**config.mk**
```make
export PLATFORM = sky130hd
export DESIGN_NAME = messbauer_sweep_generator
export DESIGN_NICKNAME = d
export VERILOG_FILES = /design/src/rtl/messbauer_pkg.sv /design/src/rtl/messbauer_pulse_stretcher.sv /design/src/rtl/messbauer_sweep_generator.sv
export SDC_FILE = /design/constraint.sdc
export NUM_CORES = 1
export LEC_CHECK = 0
export CAP_MARGIN = 20
export CORE_MARGIN = 1
export CORE_UTILIZATION = 52
export DETAILED_ROUTE_END_ITERATION = 10
export MAX_ROUTING_LAYER = met4
export PLACE_DENSITY = 0.74
export SLEW_MARGIN = 30
export SYNTH_ARGS = -nofsm -noshare
export SYNTH_HDL_FRONTEND = slang
export SYNTH_HIERARCHICAL = 1
export SYNTH_SLANG_ARGS = --single-unit
export TNS_END_PERCENT = 20
```
**constraint.sdc**
```tcl
create_clock -name aclk -period 1.7 [get_ports aclk]
set_input_delay 0.17 -clock aclk [delete_from_list [all_inputs] [get_ports aclk]]
set_output_delay 0.17 -clock aclk [all_outputs]
set_load 0.03 [all_outputs]
```
**src/rtl/messbauer_pkg.sv**
```systemverilog
// Shared types and helpers for the Mössbauer sweep generator: FSM state,
// channel alignment modes and the counter-width helper used by every block.
package messbauer_pkg;

  typedef enum logic {
    IDLE = 1'b0,
    RUN  = 1'b1
  } state_t;

  // Channel pulse alignment relative to the start of each channel.
  localparam int CH_DELAYED = 0;
  localparam int CH_SYNC    = 1;

  // Bits needed for a counter that runs 0..value-1 (never less than one bit).
  function automatic int cnt_width(input int value);
    return (value <= 1) ? 1 : $clog2(value);
  endfunction

endpackage

```
**src/rtl/messbauer_pulse_stretcher.sv**
```systemverilog
// Registered pulse stretcher: a trigger sampled at an edge drives pulse high
// after that same edge for exactly WIDTH_CLKS clocks; a re-trigger restarts it.
module messbauer_pulse_stretcher
  import messbauer_pkg::*;
#(
  parameter int WIDTH_CLKS = 1
) (
  input  logic aclk,
  input  logic areset,
  input  logic trigger,
  output logic pulse
);

  localparam int CW = cnt_width(WIDTH_CLKS);
  localparam logic [CW-1:0] RELOAD = CW'(WIDTH_CLKS - 1);
  localparam logic [CW-1:0] ONE    = CW'(1);

  // Clocks still to hold after the current one.
  logic [CW-1:0] remaining;

  always_ff @(posedge aclk) begin
    if (areset) begin
      pulse     <= 1'b0;
      remaining <= '0;
    end else if (trigger) begin
      pulse     <= 1'b1;
      remaining <= RELOAD;
    end else if (remaining != '0) begin
      remaining <= remaining - ONE;
    end else begin
      pulse     <= 1'b0;
    end
  end

endmodule

```
**src/rtl/messbauer_sweep_generator.sv**
```systemverilog
// Velocity sweep timing master: one sweep of CHANNEL_NUMBER channels per start.
// Optional sweep completion counter is built when MESSBAUER_SWEEP_COUNTER_EN is defined.
module messbauer_sweep_generator
  import messbauer_pkg::*;
#(
  parameter int CHANNEL_NUMBER      = 512,
  parameter int CHANNEL_PERIOD_CLKS = 250,
  parameter int START_PULSE_CLKS    = 4,
  parameter int CHANNEL_PULSE_CLKS  = 2,
  parameter int CHANNEL_TYPE        = 0
) (
  input  logic                              aclk,
  input  logic                              areset,
  input  logic                              enable,
  output logic                              start,
  output logic                              channel,
  output logic [$clog2(CHANNEL_NUMBER)-1:0] channel_index,
  output logic                              half,
  output logic                              busy
`ifdef MESSBAUER_SWEEP_COUNTER_EN
  ,
  output logic                              sweep_done,
  output logic [31:0]                       sweep_count
`endif
);

  localparam int IW = $clog2(CHANNEL_NUMBER);
  localparam int PW = cnt_width(CHANNEL_PERIOD_CLKS);

  localparam logic [PW-1:0] LAST_PHASE = PW'(CHANNEL_PERIOD_CLKS - 1);
  localparam logic [IW-1:0] LAST_INDEX = IW'(CHANNEL_NUMBER - 1);
  localparam logic [IW-1:0] HALF_INDEX = IW'(CHANNEL_NUMBER / 2);

  // Phase at which the channel pulse begins, and the phase one clock earlier
  // when its trigger must be raised so the registered pulse lands on time.
  localparam int            CH_OFFSET = (CHANNEL_TYPE == CH_SYNC) ? 0 : START_PULSE_CLKS;
  localparam logic [PW-1:0] CH_PRE    = PW'((CH_OFFSET == 0) ? 0 : CH_OFFSET - 1);

  state_t         state;
  logic [PW-1:0]  phase;

  logic phase_wrap;
  logic last_channel;
  logic sweep_end;
  logic enter_sweep;
  logic enter_phase0;
  logic start_trig;
  logic channel_trig;

  always_comb begin
    phase_wrap   = (state == RUN) && (phase == LAST_PHASE);
    last_channel = (channel_index == LAST_INDEX);
    sweep_end    = phase_wrap && last_channel;
    enter_sweep  = enable && ((state == IDLE) || sweep_end);
    enter_phase0 = enter_sweep || (phase_wrap && !last_channel);
    start_trig   = enter_sweep;
    if (CH_OFFSET == 0) begin
      channel_trig = enter_phase0;
    end else begin
      channel_trig = (state == RUN) && (phase == CH_PRE);
    end
  end

  // enable is only consulted in IDLE and at the sweep-end edge, so a sweep
  // always runs to completion once started.
  always_ff @(posedge aclk) begin
    if (areset) begin
      state         <= IDLE;
      phase         <= '0;
      channel_index <= '0;
      busy          <= 1'b0;
    end else begin
      case (state)
        IDLE: begin
          phase         <= '0;
          channel_index <= '0;
          if (enable) begin
            state <= RUN;
            busy  <= 1'b1;
          end
        end
        RUN: begin
          if (phase_wrap) begin
            phase <= '0;
            if (last_channel) begin
              channel_index <= '0;
              if (!enable) begin
                state <= IDLE;
                busy  <= 1'b0;
              end
            end else begin
              channel_index <= channel_index + IW'(1);
            end
          end else begin
            phase <= phase + PW'(1);
          end
        end
        default: begin
          state         <= IDLE;
          phase         <= '0;
          channel_index <= '0;
          busy          <= 1'b0;
        end
      endcase
    end
  end

  assign half = (channel_index >= HALF_INDEX);

  messbauer_pulse_stretcher #(
    .WIDTH_CLKS (START_PULSE_CLKS)
  ) u_start_pulse (
    .aclk    (aclk),
    .areset  (areset),
    .trigger (start_trig),
    .pulse   (start)
  );

  messbauer_pulse_stretcher #(
    .WIDTH_CLKS (CHANNEL_PULSE_CLKS)
  ) u_channel_pulse (
    .aclk    (aclk),
    .areset  (areset),
    .trigger (channel_trig),
    .pulse   (channel)
  );

`ifdef MESSBAUER_SWEEP_COUNTER_EN
  // sweep_done is raised one edge early so it is high during the final
  // phase of the last channel; the count steps at the sweep-end edge.
  localparam logic [PW-1:0] PENULT_PHASE = PW'(CHANNEL_PERIOD_CLKS - 2);

  always_ff @(posedge aclk) begin
    if (areset) begin
      sweep_done  <= 1'b0;
      sweep_count <= '0;
    end else begin
      sweep_done <= (state == RUN) && last_channel && (phase == PENULT_PHASE);
      if (sweep_end) begin
        sweep_count <= sweep_count + 32'd1;
      end
    end
  end
`endif

endmodule

```
==> impl_metrics.csv, run 1 <==
group,metric,value,unit
timing,worst_hold_slack_after_final_layout,0.461,ns
floorplan,die_y,48.0,µm
final_layout,layout.area.seq,483,µm²
timing,worst_slew_margin_rel,0.782,
global_route,total_routing_usage_gr,0.201,
clock_network,post_cts_hold_buffer_count,0,
route,num_vias,884,
yosys,netlist_area,1100,µm²
global_route,first_global_vias,718,
floorplan,core.rowCount,16,
yosys,synth_seq_area_share,0.437,
placement,portBuffers,15,
route,first_pass_iters,4,
final_layout,n_fill_cell,157,
setup_path,path_max_fanout,4,
pwr,power.share.combinational,0.115,
clock_network,num_cts_buffers,3,
clock_network,cts.reportedPaths.clkPinSlew,0.14,ns
route,final_antenna_net_count,0,
yosys,yosysUniqueCellTypes,32,
pwr,leakage,0.000532,µW
placement,dp_hpwl,1.41,mm
pwr,internal-power,884,µW
clock_network,clock_insertion_delay_worst_skew,0.32,ns
pwr,seq_power_share,0.525,
yosys,synth_async_sr_flop_share,0,
run,cap_violations,0,
min_path,timing.hold.worst_path_depth,1,
global_route,global_route_wire_length_before_repair,3.08,mm
timing,maxSlewViolCount,0,
clock_network,cts.htree.levels,1,
placement,gp_congestion,0.769,
yosys,yosysMostFrequentCell,"dfxtp_1",
final_layout,diodes,0,
final_layout,synthToLayoutAreaGrowth,24.6,%
setup_path,critPathKind,"reg2out",
floorplan,io-pin-count,16,
yosys,yosys_most_used_dff,"dfxtp_1",
timing,fin_crit,1.58,ns
placement,dpl.cell_count,169,
route,routed_wl,1.92,mm
timing,timing.clock.skew,0.00871,ns
timing,timing_worst_slew_pin_value,0.326,ns
final_layout,final_cells,173,
setup_path,worst-endpoint-arrival,1.41,ns
setup_path,cpPeakStageDelay,0.69,ns
timing,finalHoldViolations,0,
yosys,netlist.area_leader.share,0.437,
yosys,syn-instance-count,126,
final_layout,final_core_utilization,0.691,
placement,placement.setup.worst_slack,0.0716,ns
setup_path,end_kind,"output port",
yosys,synthesis.nets,135,
floorplan,die_width,48.0,µm
final_layout,final_layout_size_suffix_gt1_frac,0.144,
pwr,worst_ir_drop_vdd,0.000773,V
floorplan,die_area,2300,µm²
global_route,antenna_found_initial,0,
clock_network,cts_buffer_depth,2,
pwr,power.share.clock,0.360,
route,drtIter0Drc,12,
route,route.detailed.vias_per_inst,5.11,
route,drt-wirelength-per-cell,11.1,µm
clock_network,clock_sinks,24,
floorplan,floorplan.core_area,1980,µm²
min_path,timing.hold.worst.class,"reg2reg",
setup_path,worstSetupStartpointType,"flip-flop",
setup_path,critical_path.slowest_cell,"clkdlybuf4s50_1",
pwr,switching_share,0.226,
timing,setup_viol,0,
clock_network,cts_root_buf,"clkbuf_4",
setup_path,reg2reg_depth,6,
yosys,top_post_synthesis_cells_by_count,"24 x dfxtp_1, 16 x nor2_1, 15 x nand2_1",
final_layout,finish.net_count,156,
setup_path,worst-path-stages,1,
yosys,synthesis.yosys.warnings,6,
outcome,status,"finished clean",
yosys,synth.top_cells.by_area,"dfxtp_1 44%, ha_1 6.8%, a21oi_1 5.5%",
clock_network,clock_tree_from_tritoncts,"done",
yosys,synth-seq-cells,24,
clock_network,post-cts-setup-buffer-count,0,
route,post_route_drc,0,
yosys,synth_enable_flop_cells,0,
timing,fmax,632,MHz
floorplan,initial_utilization,0.554,
global_route,grt_max_degree,15,
global_route,grt_remaining_overflow,0,
yosys,syn_avg_cell_area,8.72,µm²
timing,final_min_period_over_clock_period,0.931,
final_layout,multiInputGateArea,584,µm²
setup_path,critical_path.cell_chain,"clkdlybuf4s50_1",
yosys,cell_accounting_for_the_most_synthesized_area,"dfxtp_1",
pwr,net-switching-power,258,µW
timing,final.setup.worst_slack,0.117,ns
setup_path,critical_path.top_delay_family,"buffers and inverters",
pwr,power_density,834,nW/µm²
clock_network,cts_resized,0,
setup_path,worst-path-buf-inv,1,
setup_path,required,1.53,ns
## flip-flops by register name (all words and copies together), names as in the netlist
signal and flops:
channel_index 9, phase 8, u_start_pulse/remaining 2, busy 1
state 1, u_channel_pulse/pulse 1, u_channel_pulse/remaining 1, u_start_pulse/pulse 1
## layer usage
layer / vias up / global-route usage / wire length (µm)
met5: - / - / 0
met4: 0 / 0.0500 / 16
met3: 2 / 0.0679 / 63
met2: 14 / 0.322 / 886
met1: 398 / 0.243 / 957
li1: 470 / - / -
## cell families (layout without fill, tap and decap cells)
kind of cell / Yosys count / count (layout) / share of synthesized area
AOI/OAI and AO/OA: 24 / 24 / 0.132
xor gates and xnor gates: 7 / 7 / 0.0558
adders and majority gates: 6 / 6 / 0.0683
and+or+nand+nor: 53 / 53 / 0.253
DFF: 24 / 24 / 0.437
buffers and inverters: 11 / 31 / 0.0444
muxes: 1 / 1 / 0.00911
## power groups by stage
stage                     clock [µW]  combinational [µW]  sequential (µW)
after floorplan                    0                91.8              616
final                            411                 131              600
after CTS                        419                 131              599
after detailed placement           0                 129              611
after global placement             0                 121              609
after global routing             436                 145              602
## stage by stage
step	area [µm²]	TNS [ns]	total power, µW
after floorplan	1100	0	708
after global placement	1290	0	731
after detailed placement	1290	0	740
after CTS	1350	0	1150
after global routing	1370	-0.00101	1180
final	1370	0	1140
## area by class of cell
cell class                 instances  area share
tap                               27      0.0247
clock inverter                     1      0.0219
clock buffer                       3      0.0165
sequential                        24       0.353
multi-input combinational         91       0.427
timing repair buffer              19       0.135
inverter                           8      0.0219
## cells in the final DEF, fill, tap and decap left out, types with 2 or more instances in the layout
cell             count
nand2b_1             2
dlymetal6s2s_1       2
nand3_1              3
o21ai_0              5
xnor2_1              3
dfxtp_1             22
a21oi_1             11
inv_1                7
clkdlybuf4s50_1     13
o31ai_1              2
nor2_1              16
dfxtp_2              2
ha_1                 5
xor2_1               4
clkbuf_4             3
or4_1                2
or3_1                5
buf_4                4
nand2_1             15
and4b_2              2
## worst paths after layout
kind	start	to	slack (ns)
max	channel_index[8]	channel_index[8]	0.12
min reg2reg	phase[0]	phase[0]	0.46
min	phase[0]	phase[0]	0.46
max reg2reg	phase[1]	channel_index[5]	0.13
## worst register-to-register path: stages (launching register included)
cell and delay [ns]:
dfxtp_1 0.35, inv_1 0.06, ha_1 0.12, and4b_2 0.27, a21boi_4 0.10, or4_1 0.47
a21oi_1 0.14
Note: power is estimated with default switching activity, not from simulation.
==> run 2: changes to the inputs <==
--- a/config.mk
+++ b/config.mk
@@ -8,6 +8,7 @@
 export CAP_MARGIN = 20
 export CORE_MARGIN = 1
 export CORE_UTILIZATION = 52
+export CTS_CLUSTER_SIZE = 16
 export DETAILED_ROUTE_END_ITERATION = 10
 export MAX_ROUTING_LAYER = met4
 export PLACE_DENSITY = 0.74
==> results of run 2 <==
The final DEF is identical to that of run 1; final timing and power are the same.
==> run 3: changes to the inputs <==
--- a/config.mk
+++ b/config.mk
@@ -5,6 +5,7 @@
 export SDC_FILE = /design/constraint.sdc
 export NUM_CORES = 1
 export LEC_CHECK = 0
+export ABC_CLOCK_PERIOD_IN_PS = 1700
 export CAP_MARGIN = 20
 export CORE_MARGIN = 1
 export CORE_UTILIZATION = 52
==> results of run 3 <==
The final DEF is identical to that of run 1; final timing and power are the same.
